[config.mk]
export PLATFORM = sky130hd
export DESIGN_NAME = intf_alu_seq
export DESIGN_NICKNAME = d
export VERILOG_FILES = /design/src/rtl/intf_alu_seq.sv
export SDC_FILE = /design/constraint.sdc
export NUM_CORES = 1
export LEC_CHECK = 0
export CAP_MARGIN = 20
export CORE_UTILIZATION = 49
export DETAILED_ROUTE_END_ITERATION = 7
export GPL_TIMING_DRIVEN = 0
export PLACE_DENSITY = 0.78
export SLEW_MARGIN = 0
export SYNTH_ARGS = -nofsm -noshare
export SYNTH_HDL_FRONTEND = slang
export SYNTH_SLANG_ARGS = --single-unit
[constraint.sdc]
create_clock -name i_clock -period 2.15 [get_ports i_clock]
set_input_delay 0.43 -clock i_clock [delete_from_list [all_inputs] [get_ports i_clock]]
set_output_delay 0.43 -clock i_clock [all_outputs]
set_load 0.01 [all_outputs]
[src/rtl/intf_alu_seq.sv]
// UART byte stream to ALU bridge: assembles A and B (NBYTES each, little-endian) plus an opcode, then returns the result LSB first.
// First o_tx_start comes ALU_LAT+1 cycles after the opcode byte; rx bytes are dropped while busy, and each result byte waits for an i_tx_done edge.
module intf_alu_seq #(
    parameter int SIZEDATA = 8,
    parameter int NBYTES   = 1,
    parameter int SIZEOP   = 6,
    parameter int ALU_LAT  = 2,
    parameter int TIMEOUT  = 1000,
    localparam int W       = SIZEDATA * NBYTES
) (
    input  logic                i_clock,
    input  logic                i_reset,
    input  logic                i_rx_done,
    input  logic [SIZEDATA-1:0] i_rx_data,
    input  logic                i_tx_done,
    input  logic [W-1:0]        i_alu_result,
    output logic [W-1:0]        o_alu_datoa,
    output logic [W-1:0]        o_alu_datob,
    output logic [SIZEOP-1:0]   o_alu_opcode,
    output logic [SIZEDATA-1:0] o_tx_data,
    output logic                o_tx_start,
    output logic                o_busy,
    output logic                o_error
);

    localparam int CMAX = (TIMEOUT > ALU_LAT) ? TIMEOUT : ALU_LAT;
    localparam int CW   = $clog2(CMAX + 1);
    localparam int BW   = (NBYTES > 1) ? $clog2(NBYTES) : 1;

    typedef enum logic [2:0] {
        S_IDLE, S_RX_A, S_RX_B, S_RX_OP, S_EXEC, S_TX, S_WAIT_TX
    } state_t;

    state_t        state_q, state_d;
    logic          rx_prev_q, tx_prev_q;
    logic          rx_edge, tx_edge, in_rx, timeout, byte_last, tx_last, lat_done, op_valid;
    logic [BW-1:0] byte_q, tx_idx_q;
    logic [CW-1:0] cnt_q;
    logic [W-1:0]  acc_q, acc_nxt, res_q;
    logic          error_q;

    assign rx_edge   = i_rx_done & ~rx_prev_q;
    assign tx_edge   = i_tx_done & ~tx_prev_q;
    assign in_rx     = (state_q == S_RX_A) || (state_q == S_RX_B) || (state_q == S_RX_OP);
    assign timeout   = in_rx && (cnt_q == CW'(TIMEOUT));
    assign byte_last = (byte_q == BW'(NBYTES - 1));
    assign tx_last   = (tx_idx_q == BW'(NBYTES - 1));
    assign lat_done  = (cnt_q == CW'(ALU_LAT - 1));
    assign o_tx_data = res_q[tx_idx_q*SIZEDATA +: SIZEDATA];
    assign o_error   = error_q;

    // Field under assembly with the incoming byte dropped into its slot.
    always_comb begin
        acc_nxt = acc_q;
        acc_nxt[byte_q*SIZEDATA +: SIZEDATA] = i_rx_data;
    end

    always_comb begin
        op_valid = 1'b0;
        case (i_rx_data[SIZEOP-1:0])
            SIZEOP'(6'b100000), SIZEOP'(6'b100010), SIZEOP'(6'b100100),
            SIZEOP'(6'b100101), SIZEOP'(6'b100110), SIZEOP'(6'b100111),
            SIZEOP'(6'b000011), SIZEOP'(6'b000010): op_valid = 1'b1;
            default: op_valid = 1'b0;
        endcase
    end

    always_ff @(posedge i_clock or negedge i_reset) begin
        if (!i_reset) state_q <= S_IDLE;
        else          state_q <= state_d;
    end

    // Timeout takes priority over a byte edge arriving in the same cycle.
    always_comb begin
        state_d = state_q;
        case (state_q)
            S_IDLE:    if (rx_edge) state_d = (NBYTES == 1) ? S_RX_B : S_RX_A;
            S_RX_A:    if (timeout) state_d = S_IDLE;
                       else if (rx_edge && byte_last) state_d = S_RX_B;
            S_RX_B:    if (timeout) state_d = S_IDLE;
                       else if (rx_edge && byte_last) state_d = S_RX_OP;
            S_RX_OP:   if (timeout) state_d = S_IDLE;
                       else if (rx_edge) state_d = op_valid ? S_EXEC : S_IDLE;
            S_EXEC:    if (lat_done) state_d = S_TX;
            S_TX:      state_d = S_WAIT_TX;
            S_WAIT_TX: if (tx_edge) state_d = tx_last ? S_IDLE : S_TX;
            default:   state_d = S_IDLE;
        endcase
    end

    always_comb begin
        o_busy     = (state_q == S_EXEC) || (state_q == S_TX) || (state_q == S_WAIT_TX);
        o_tx_start = (state_q == S_TX);
    end

    always_ff @(posedge i_clock or negedge i_reset) begin
        if (!i_reset) begin
            rx_prev_q    <= 1'b0;
            tx_prev_q    <= 1'b0;
            byte_q       <= '0;
            tx_idx_q     <= '0;
            cnt_q        <= '0;
            acc_q        <= '0;
            res_q        <= '0;
            error_q      <= 1'b0;
            o_alu_datoa  <= '0;
            o_alu_datob  <= '0;
            o_alu_opcode <= '0;
        end else begin
            rx_prev_q <= i_rx_done;
            tx_prev_q <= i_tx_done;
            // One counter serves as the inter-byte timer in RX and the latency timer in EXEC.
            if (in_rx)                 cnt_q <= (rx_edge || timeout) ? '0 : cnt_q + CW'(1);
            else if (state_q == S_EXEC) cnt_q <= cnt_q + CW'(1);
            else                       cnt_q <= '0;

            case (state_q)
                S_IDLE: if (rx_edge) begin
                    error_q <= 1'b0;
                    if (NBYTES == 1) begin
                        o_alu_datoa <= W'(i_rx_data);
                        byte_q      <= '0;
                    end else begin
                        acc_q  <= W'(i_rx_data);
                        byte_q <= BW'(1);
                    end
                end
                S_RX_A, S_RX_B: begin
                    if (timeout) begin
                        error_q <= 1'b1;
                        byte_q  <= '0;
                    end else if (rx_edge) begin
                        if (byte_last) begin
                            if (state_q == S_RX_A) o_alu_datoa <= acc_nxt;
                            else                   o_alu_datob <= acc_nxt;
                            byte_q <= '0;
                        end else begin
                            acc_q  <= acc_nxt;
                            byte_q <= byte_q + BW'(1);
                        end
                    end
                end
                S_RX_OP: begin
                    if (timeout)       error_q <= 1'b1;
                    else if (rx_edge) begin
                        if (op_valid) o_alu_opcode <= i_rx_data[SIZEOP-1:0];
                        else          error_q      <= 1'b1;
                    end
                end
                S_EXEC: if (lat_done) begin
                    res_q    <= i_alu_result;
                    tx_idx_q <= '0;
                end
                S_WAIT_TX: if (tx_edge && !tx_last) tx_idx_q <= tx_idx_q + BW'(1);
                default: ;
            endcase
        end
    end

endmodule

* Word level (Yosys, flattened, before mapping)
Index checks and enable logic that the tools add are counted.
** Storage, ports and cells
- Bits in registers :: 56
- Bits of input ports :: 20
- Output and inout bits :: 33
- Word-level logic and storage cells :: 115
** Cells by class
- $add $sub $neg :: 4
- Equality and inequality tests :: 30
- Shift operators :: 3
- Multiplexer cells :: 36
- Bitwise logic cells :: 7
- Reduce and logical (&&, ||, !) cells :: 23
** Operator list (number)
- $mux W8 :: 5
- $eq A6 B6 Y1 const B :: 6
- $neg A4 Y34 :: 1
- $shift A8 B34 Y8 const A :: 1
- $shiftx A8 B34 Y8 :: 1
- $mux W3 :: 11
- $mux W10 :: 3
- $pmux W3 S7 :: 1
- $ne A2 B2 Y1 const B :: 8
- $pmux W8 S2 :: 1
- $eq A6 B2 Y1 const B :: 2
- $reduce_and A6 Y1 :: 2
- $mux W1 :: 11
- $add A10 B1 Y10 const B :: 1
- $eq A10 B1 Y1 const B :: 1
- $eq A10 B10 Y1 const B :: 1
- $reduce_and A5 Y1 :: 2
- $eq A3 B3 Y1 const B :: 3
- $ne A3 B3 Y1 const B :: 3
- $bwmux W8 :: 1
- $reduce_and A4 Y1 :: 2
- $reduce_or A8 Y1 :: 1
- $shiftx A8 B5 Y8 :: 1
- $eq A3 B2 Y1 const B :: 2
- other kinds (16) :: 32

* Logic depth before layout (Yosys ltp)
- Depth in word-level cells :: 8
- Depth in mapped cells :: 6
- Depth with buffers taken out :: 6

* Worst setup path after synthesis
Ideal clock, no wire load.
- Kind :: register -> register
- Start point :: register cnt_q[1]
- End point :: register res_q[0]
- Setup time :: 0.125 ns
- Arrival :: 1.573 ns
- Required time :: 2.025 ns
- Setup slack :: 0.452 ns
- Cell stages (with the launch flop) :: 7
- Buffers on the path :: 0
- Period minus slack after synthesis :: 1.698 ns
- Path through :: dfrtp_1 inv_1 ha_1 or4b_4 nor3_4 nand2_4 mux2_2
** Between the ends
- Cells in the longest elaborated chain, start to end :: 2
** RTL lines
- from (decl) :: line 38 : logic [CW-1:0] cnt_q;
- from (signal assigned) :: line 113 : if (in_rx) cnt_q <= (rx_edge || timeout) ? '0 : cnt_q + CW'(1);
- from (signal assigned) :: line 114 : else if (state_q == S_EXEC) cnt_q <= cnt_q + CW'(1);
- $eq A10 B1 Y1 :: line 48 : assign lat_done = (cnt_q == CW'(ALU_LAT - 1));
- $reduce_and A2 Y1 (no source line)
- to (signal assigned) :: line 151 : res_q <= i_alu_result;
- to (decl) :: line 39 : logic [W-1:0] acc_q, acc_nxt, res_q;
Every way passes these cells.
A chain may end at the register's enable or synchronous reset.

* Worst setup path after layout
- Start point :: register state_q[0]
- End point :: output o_tx_start
** Between the ends
- Cells in the longest elaborated chain, start to end :: 1
** RTL lines
- from (decl) :: line 34 : state_t state_q, state_d;
- from (signal assigned) :: line 70 : else state_q <= state_d;
- $eq A3 B3 Y1 :: line 93 : o_tx_start = (state_q == S_TX);
- to (decl) :: line 21 : output logic o_tx_start,
Every way passes these cells.

==> impl_metrics.py <==
metrics = {
    "setup_path": {
        "rr_endpoint": "o_alu_opcode[1]$_DFFE_PN0P_",
        "crit_fanout": 10,
        "crit_arrival_ps": 1620,
        "cp-end-kind": "primary output",
        "crit_required_ps": 1720,
        "startpoint_type": "register",
        "r2r_cells": 5,
        "regToRegSetupSlack_ps": 280,
        "reg2reg_from": "state_q[1]$_DFFE_PN0P_",
        "critPathKind": "register to primary output",
    },
    "floorplan": {
        "rows": 24,
        "io_pins": 53,
        "coreArea_um2": 4380,
        "die_w_um": 69.8,
        "start_util_pct": 51.4,
        "die-area_um2": 4870,
        "fp.dieH_um": 69.8,
    },
    "flow_run": {
        "maxCapViolations": 0,
    },
    "global_routing": {
        "grtUsageMet1_pct": 26.0,
        "antenna_found_initial": 0,
        "grt_max_degree": 33,
        "grt_overflow": 0,
        "grtUsageMet2_pct": 29.3,
        "first_global_vias": 1618,
        "gr-usage-met3_pct": 4.07,
        "gr-max-usage-layer": "met2",
        "grt_pass1_wl_um": 7480,
        "gr-usage-all-layers_pct": 19.5,
    },
    "detailed_routing": {
        "ant_nets": 0,
        "via_per_inst": 5.36,
        "drt_pass1_iterations": 4,
        "drtIter0Drc": 65,
        "remaining_drc_errors": 0,
        "wirelength_um": 4390,
        "post_drt_wl_per_cell_um": 14.9,
        "vias": 1577,
    },
    "placed_design": {
        "place_area_um2": 2850,
        "place_inst": 289,
        "gp_congestion": 0.860,
        "port_buffers": 52,
        "hpwl_um": 3210,
    },
    "layout": {
        "stdcell_count": 294,
        "fin_nets": 266,
        "syn2layout_area_growth_pct": 30.3,
        "finalInstanceArea_um2": 2930,
        "final_common_cell": "clkdlybuf4s50_1",
        "diodes": 0,
        "utilization_pct": 66.9,
        "most-common-layout-cells": "clkdlybuf4s50_1 (51), dfrtp_1 (46), mux2_2 (20)",
        "drive_gt1_share_pct": 22.7,
        "n_fill_cell": 353,
    },
    "synthesis": {
        "ys_seq_area_share_pct": 52.2,
        "yosys.area.top_type": "dfrtp_1",
        "yosysWarnings": 0,
        "ys_ff_latch": 47,
        "yosysTopAreaCellShare_pct": 52.2,
        "syn_area_um2": 2250,
        "synthFlopType": "dfrtp_1",
        "netlist_instances": 184,
        "syn_nets": 207,
        "async_reset_ff_share_pct": 100,
        "synth.distinct_cells": 49,
        "syn_area_per_cell_um2": 12.2,
        "synth_edf_count": 0,
        "synth_area_leaders": "dfrtp_1 (52%), mux2_2 (10%), mux2_4 (5.3%)",
    },
    "clock_network": {
        "cts_buffer_depth": 2,
        "cts_setup_buffers": 0,
        "root_buffer": "clkbuf_8",
        "numCtsBuffers": 5,
        "tritoncts": "done",
        "cts_sinks": 47,
        "clkSlewWorstSetupHoldPaths_ps": 80,
        "clock_latency_ps": 300,
        "htreeDepth": 2,
        "hold_buffers": 0,
    },
    "sta": {
        "period_share_pct": 95.6,
        "setup_violations": 0,
        "slew_viol_final": 0,
        "hold_viol_final": 0,
        "whs_ps": 40.4,
        "skew_ps": 8.17,
        "max_freq_mhz": 487,
        "relSlewSlack_pct": 61.1,
        "max_slew.worst_pin.slew_ps": 578,
        "layout_min_cycle_time_ps": 2050,
        "rsz0062_at_grt": "no",
        "fin_setup_tns_ps": 0,
    },
    "power": {
        "p_per_area_nw_per_um2": 1180,
        "power_leakage_nw": 1.24,
        "vdd_drop_max_uv": 659,
    },
    "min_path": {
        "hold_class": "input pin to async pin",
    },
    "status": {
        "status": "finished, final reports clean",
    },
}
==> critical path, stage by stage (launching register included) <==
cell and delay, ps:
dfrtp_1 380, clkbuf_2 230, and3_1 190, clkdlybuf4s50_1 530
==> state kept, by name, indices dropped and copies added, names as in the netlist <==
signal and cells:
tx_prev_q 1, rx_prev_q 1, state_q 3, tx_idx_q 1, o_alu_datob 8, res_q 8
o_error 1, cnt_q 10, o_alu_opcode 6, o_alu_datoa 8
==> kinds of logic (layout without fill, tap and decap cells) <==
group / count (synthesis) / after routing / share of synthesized area [%]
muxes: 28 / 28 / 15.3
DFF: 47 / 47 / 52.2
AOI/OAI and AO/OA: 21 / 21 / 6.61
adders and majority gates: 3 / 3 / 1.67
xor gates and xnor gates: 9 / 9 / 3.50
and+or+nand+nor: 67 / 67 / 18.7
buffers and inverters: 9 / 67 / 2.00
==> routing by layer <==
layer | up-vias | part of all wire (%) | routed length, µm
met1 | 758 | 46 | 2030
met3 | 12 | 3.6 | 159
li1 | 766 | - | -
met4 | 0 | 2.7 | 117
met5 | - | 0 | 0
met2 | 41 | 47 | 2090
==> power breakdown <==
group | leakage (nW) | internal [W] | total [W] | switching, W
Clock | 0.0361 | 0.000216 | 0.000488 | 0.000272
Combinational | 0.622 | 0.000949 | 0.00159 | 0.000637
Sequential | 0.585 | 0.00120 | 0.00138 | 0.000181
==> worst max-delay path by stage <==
stage	from	end	slack, ps
floorplan	cnt_q[1]$_DFF_PN0_	res_q[0]$_DFFE_PN0P_	450
global placement	i_reset	res_q[1]$_DFFE_PN0P_	-670
detailed placement	i_rx_done	o_alu_datob[4]$_DFFE_PN0P_	-230
CTS	tx_idx_q$_DFFE_PN0P_	o_tx_data[4]	30
global route	state_q[0]$_DFFE_PN0P_	o_tx_start	20
finish	state_q[0]$_DFFE_PN0P_	o_tx_start	100
==> Yosys cell counts (all sizes together), types with 3 or more instances <==
library cell  instances
nor3                  5
dfrtp                47
nand2                 8
mux2                 28
and2                  4
nand3                 5
clkbuf                3
nor2                 16
a21oi                 4
nor2b                12
xnor2                 7
inv                   4
nor4                  3
ha                    3
==> cell type report <==
cell class | instances | area (µm²) | area share (%)
Sequential cell | 47 | 1180 | 40.1
Multi-Input combinational cell | 128 | 1030 | 35.2
Timing Repair Buffer | 53 | 536 | 18.3
Clock buffer | 5 | 68.8 | 2.35
Tap cell | 52 | 65.1 | 2.22
Buffer | 4 | 31.3 | 1.07
Inverter | 4 | 15.0 | 0.512
Clock inverter | 1 | 7.51 | 0.256
==> metrics by stage <==
stage / power, W / setup slack (ps)
global route: 0.00365 / 17.3
finish: 0.00345 / 95.3
detailed placement: 0.00298 / -230
CTS: 0.00348 / 27.8
floorplan: 0.00223 / 452
global placement: 0.00293 / -668
==> what timing repair did <==
| action | 4_1_cts | 5_1_grt |
|---|---|---|
| pin swaps | 0 | 0 |
| endpoints found under the setup margin | 2 | 21 |
| resized for setup | 3 | 5 |
Power figures use the tool's default switching activity.
==> RTL change 1, RTL diff (config.mk and constraints unchanged) <==
Encoding of `state_t`: now one-hot (7 bits for 7 states).
--- a/src/rtl/intf_alu_seq.sv
+++ b/src/rtl/intf_alu_seq.sv
@@ -28,6 +28,6 @@
     localparam int BW   = (NBYTES > 1) ? $clog2(NBYTES) : 1;
 
-    typedef enum logic [2:0] {
-        S_IDLE, S_RX_A, S_RX_B, S_RX_OP, S_EXEC, S_TX, S_WAIT_TX
+    typedef enum logic [6:0] {
+        S_IDLE = 7'b0000001, S_RX_A = 7'b0000010, S_RX_B = 7'b0000100, S_RX_OP = 7'b0001000, S_EXEC = 7'b0010000, S_TX = 7'b0100000, S_WAIT_TX = 7'b1000000
     } state_t;
 
Behaviour: same outputs for any inputs over 10 cycles, from zero or initial values and one cycle with i_reset low; not proved beyond that.
==> RTL change 1 against the original RTL <==
The run now ends with setup timing left; non-clock buffer count up 7; largest power group is now sequential cells; sequential cell count rose by 3; cell area is 5.5% higher; critical path type unchanged; synthesized area is essentially flat; setup slack lost 310 ps; wire length increased by 0.14%; total power is 23% lower; sequential power fell by 14%.
==> RTL change 1: results (changes against the original RTL) <==
[final_layout]
design.final.nets = 284  ; +6.8%
seq-cell-share_pct = 40.4  ; +0.32 points
n_multi_input_combinational_cell = 133  ; +3.9%
inverters = 7  ; +3
drive_gt1_share_pct = 25.6  ; +2.8 points
final-instance-count-excl-fill = 314  ; +6.8%
clock_cell_area_share_pct = 3.64  ; +1.0 points

[yosys]
synth.area.top_cells = dfrtp_1 (54%), mux2_2 (14%), nor2_1 (3.5%), nor2b_1 (3.3%), xnor2_1 (2.3%)
synth.cells.most_frequent = dfrtp_1 (49), mux2_2 (28), nor2_1 (21), nor2b_1 (12)
syn-cell-area_um2 = 2250  ; about the same
parity_gate_share_of_the_synthesized_area_counting_xor_and_xnor_cells_pct = 3.50  ; about the same
synth_fa_ha_area_share_pct = 1.67  ; about the same

[placed_design]
placement_stage_worst_setup_slack_ps = -518  ; -288 ps
postPlaceCellArea_um2 = 2850  ; about the same

[timing]
finClkSkew_ps = 7.08  ; -1.09 ps
final.setup.worst_slack_ps = -213  ; -308 ps
finalSetupTns_ps = -994  ; -994 ps
report.final.setup_viol = 12  ; +12

[clocking]
cts_sinks = 50  ; +6.4%
cts-resized-gates = 15  ; +12

[routing]
m1WireLength_mm = 2.02  ; -0.54%

[power_and_ir_drop]
switching_share_pct = 26.3  ; -5.2 points
p_sw_w = 0.000698  ; -36%
pwr.group.combinational_w = 0.000800  ; -50%

[worst_setup_path]
worst_ep_arrival_time_ps = 1930  ; +310 ps
crit_path_top_delay_cell = or4_4
crit_path_max_fanout = 2  ; -8

[outcome]
run_status = finished, violations left
failed_checks = setup timing

[grt]
grt_pass1_vias = 1535  ; -5.1%
global_route.usage.total_pct = 19.0  ; -0.44 points
globalRouteMet3Util_pct = 4.36  ; +0.29 points
grt_first_pass_wirelength_mm = 7.34  ; -1.8%

RTL change 1: logic make-up after synthesis:
| logic type | Yosys count |
|---|---|
| and+or+nand+nor | 82 |
| DFF | 50 |
| muxes | 28 |
| AOI/OAI and AO/OA | 11 |
| xor gates and xnor gates | 9 |
| buffers and inverters | 9 |
| adders and majority gates | 3 |
RTL change 1: final timing paths:
path	from	cells past startpoint	end	slack (ps)
setup / recovery	state_q[3]$_DFFE_PN0P_	6	o_busy	-210
hold / removal	i_reset	1	o_alu_opcode[2]$_DFFE_PN0P_	20
setup reg to reg	state_q[3]$_DFFE_PN0P_	7	state_q[5]$_DFFE_PN0P_	-90
hold reg to reg	o_alu_opcode[3]$_DFFE_PN0P_	1	o_alu_opcode[3]$_DFFE_PN0P_	500
max in group asynchronous	i_reset	2	state_q[0]$_DFFE_PN1P_	1560
min in group i_clock	o_alu_opcode[3]$_DFFE_PN0P_	1	o_alu_opcode[3]$_DFFE_PN0P_	500
==> RTL change 2, RTL diff (config.mk and constraints unchanged) <==
Without the edit above. Set the parameter `SIZEOP` to 3 (it was 6).
--- a/src/rtl/intf_alu_seq.sv
+++ b/src/rtl/intf_alu_seq.sv
@@ -4,5 +4,5 @@
     parameter int SIZEDATA = 8,
     parameter int NBYTES   = 1,
-    parameter int SIZEOP   = 6,
+    parameter int SIZEOP   = 3,
     parameter int ALU_LAT  = 2,
     parameter int TIMEOUT  = 1000,
Ports: changed (resized o_alu_opcode); port bits go from 53 to 50. No check against the original RTL was run, so the function may have changed too.
==> RTL change 2 against the original RTL <==
Wire length fell by 2.7%; setup slack got worse by 25 ps; synthesized area fell by 10%; first-iteration DRC count fell by 54%; largest cell class unchanged; total power rose by 0.58%; final cell count fell by 6.1%; via count fell by 8.1%; cell area fell by 6.8%; sequential cell count fell by 3; highest routed layer unchanged; sequential share of layout area rose by 0.24 points; critical path type unchanged.
==> RTL change 2: results (changes against the original RTL) <==
[yosys]
mappedNetlistNets = 188  ; -9.2%
synth.yosys.seq_area_share_pct = 54.3  ; +2.1 points
netlist-cell-type-count = 34  ; -31%
synth.cells.most_frequent = dfrtp_1 (44), mux2_2 (28), nor2_1 (17), nor2b_1 (10), nand3_1 (8)
synth_fa_ha_area_share_pct = 1.85  ; +0.19 points
synth.area.top_cells = dfrtp_1 (54%), mux2_2 (16%), nor2_1 (3.1%), nor4_4 (3.1%), nor2b_1 (3.1%)
synth_mux_area_share_pct = 15.6  ; +0.22 points
parity_gate_share_of_the_synthesized_area_counting_xor_and_xnor_cells_pct = 3.89  ; +0.39 points
synth_compound_area_share_pct = 5.80  ; -0.81 points

[worst_hold_path]
timing.hold.worst.class = in2async

[final_layout]
design.final.nets = 248  ; -6.8%
final_core_util_pct = 68.8  ; +1.9 points
fillerInstances = 302  ; -14%

[placed_design]
hpwlAfterDp_mm = 3.06  ; -4.8%
number_of_port_buffers = 49  ; -5.8%
routabilityCongestion = 0.846  ; -1.6%
placement_stage_worst_setup_slack_ps = -185  ; +45.5 ps
postPlaceCellArea_um2 = 2600  ; -8.8%

[grt]
grt_first_pass_wirelength_mm = 6.85  ; -8.4%
grt_pass1_vias = 1511  ; -6.6%
grt_max_degree = 24  ; -27%
global_route.usage.total_pct = 21.2  ; +1.8 points

[timing]
finClkSkew_ps = 7.33  ; -0.841 ps
worst-slew-pin-transition_ps = 553  ; -25.5 ps

[outcome]
run_status = finished clean

[worst_setup_path]
timing.reg2reg.worst_path_depth = 7  ; +2
worst_ep_arrival_time_ps = 1650  ; +30 ps

[routing]
detailedRoute.firstIterationViolations = 30  ; -54%
route.final.wire_length_mm = 4.27  ; -2.7%
route.vias.total = 1449  ; -8.1%

[power_and_ir_drop]
vdd_ir_drop_max_mv = 0.733  ; +11%

==> RTL change 2: cell types whose count changed in the layout (fill, tap and decap cells not counted), moves of 3 or more <==
cell | before | now
mux2_2 | 20 | 28
mux2_4 | 8 | 0
clkdlybuf4s50_1 | 51 | 47
dfrtp_1 | 46 | 42
nand3_1 | 4 | 8
xnor2_1 | 7 | 3
xor2_1 | 2 | 6
and2_1 | 3 | 0
nor3_1 | 4 | 1
nor4_4 | 0 | 3
==> RTL change 2: through the flow <==
stage / hold WS [ps] / cells
3_3_place_gp: 480 / 264
5_1_grt: 139 / 276
6_report: 110 / 276
4_1_cts: 125 / 275
3_5_place_dp: 447 / 265
2_1_floorplan: 134 / 165
==> RTL change 2: kinds of logic after synthesis <==
family	Yosys count
buf+inv	9
simple gates	55
mux	28
xor+xnor	9
compound gates	17
flops	44
fa+ha+maj	3
==> RTL change 2: final cells by class <==
type / count / share of cell area [%]
Sequential cell: 44 / 40.4
Inverter: 4 / 0.549
Clock inverter: 2 / 0.549
Tap cell: 50 / 2.29
Multi-Input combinational cell: 112 / 32.4
Clock buffer: 6 / 3.02
Timing Repair Buffer: 53 / 19.5
Buffer: 5 / 1.24
==> RTL change 2: path summary, 6_finish.rpt <==
kind | endpoint | slack (ps) | start
worst min register to register | res_q[3]$_DFFE_PN0P_ | 510 | res_q[3]$_DFFE_PN0P_
worst max-delay path | o_busy | 70 | state_q[1]$_DFFE_PN0P_
max in group asynchronous | state_q[1]$_DFFE_PN0P_ | 1520 | i_reset
min in group i_clock | res_q[3]$_DFFE_PN0P_ | 510 | res_q[3]$_DFFE_PN0P_
worst min-delay path | res_q[4]$_DFFE_PN0P_ | 110 | i_reset
worst max register to register | o_alu_datoa[1]$_DFFE_PN0P_ | 180 | cnt_q[0]$_DFF_PN0_
==> RTL change 2: worst max-delay path, stage by stage, from the launching register on <==
cell and delay [ps]:
dfrtp_2 450, clkbuf_4 200, a21oi_1 150, clkdlybuf4s50_1 550
==> RTL change 2: timing repair <==
| action | 4_1_cts | 5_1_grt |
|---|---|---|
| buffers inserted | 2 | 1 |
| pin swaps | 1 | 3 |
| hold buffers | 0 | 0 |
| resized for setup | 5 | 2 |
| endpoints found under the setup margin | 3 | 18 |
==> RTL change 2: where the power goes <==
part	switching (W)	internal (W)	total, W
sequential	0.000211	0.00115	0.00136
combinational	0.000631	0.000928	0.00156
clock	0.000291	0.000260	0.000551
==> RTL change 2: layer usage <==
metal	vias to the layer above	wire, um	track usage, %
met5	-	0	0
li1	690	-	-
met1	710	1850	25.5
met4	0	77	8.78
met2	42	2090	34.8
met3	7	244	6.90
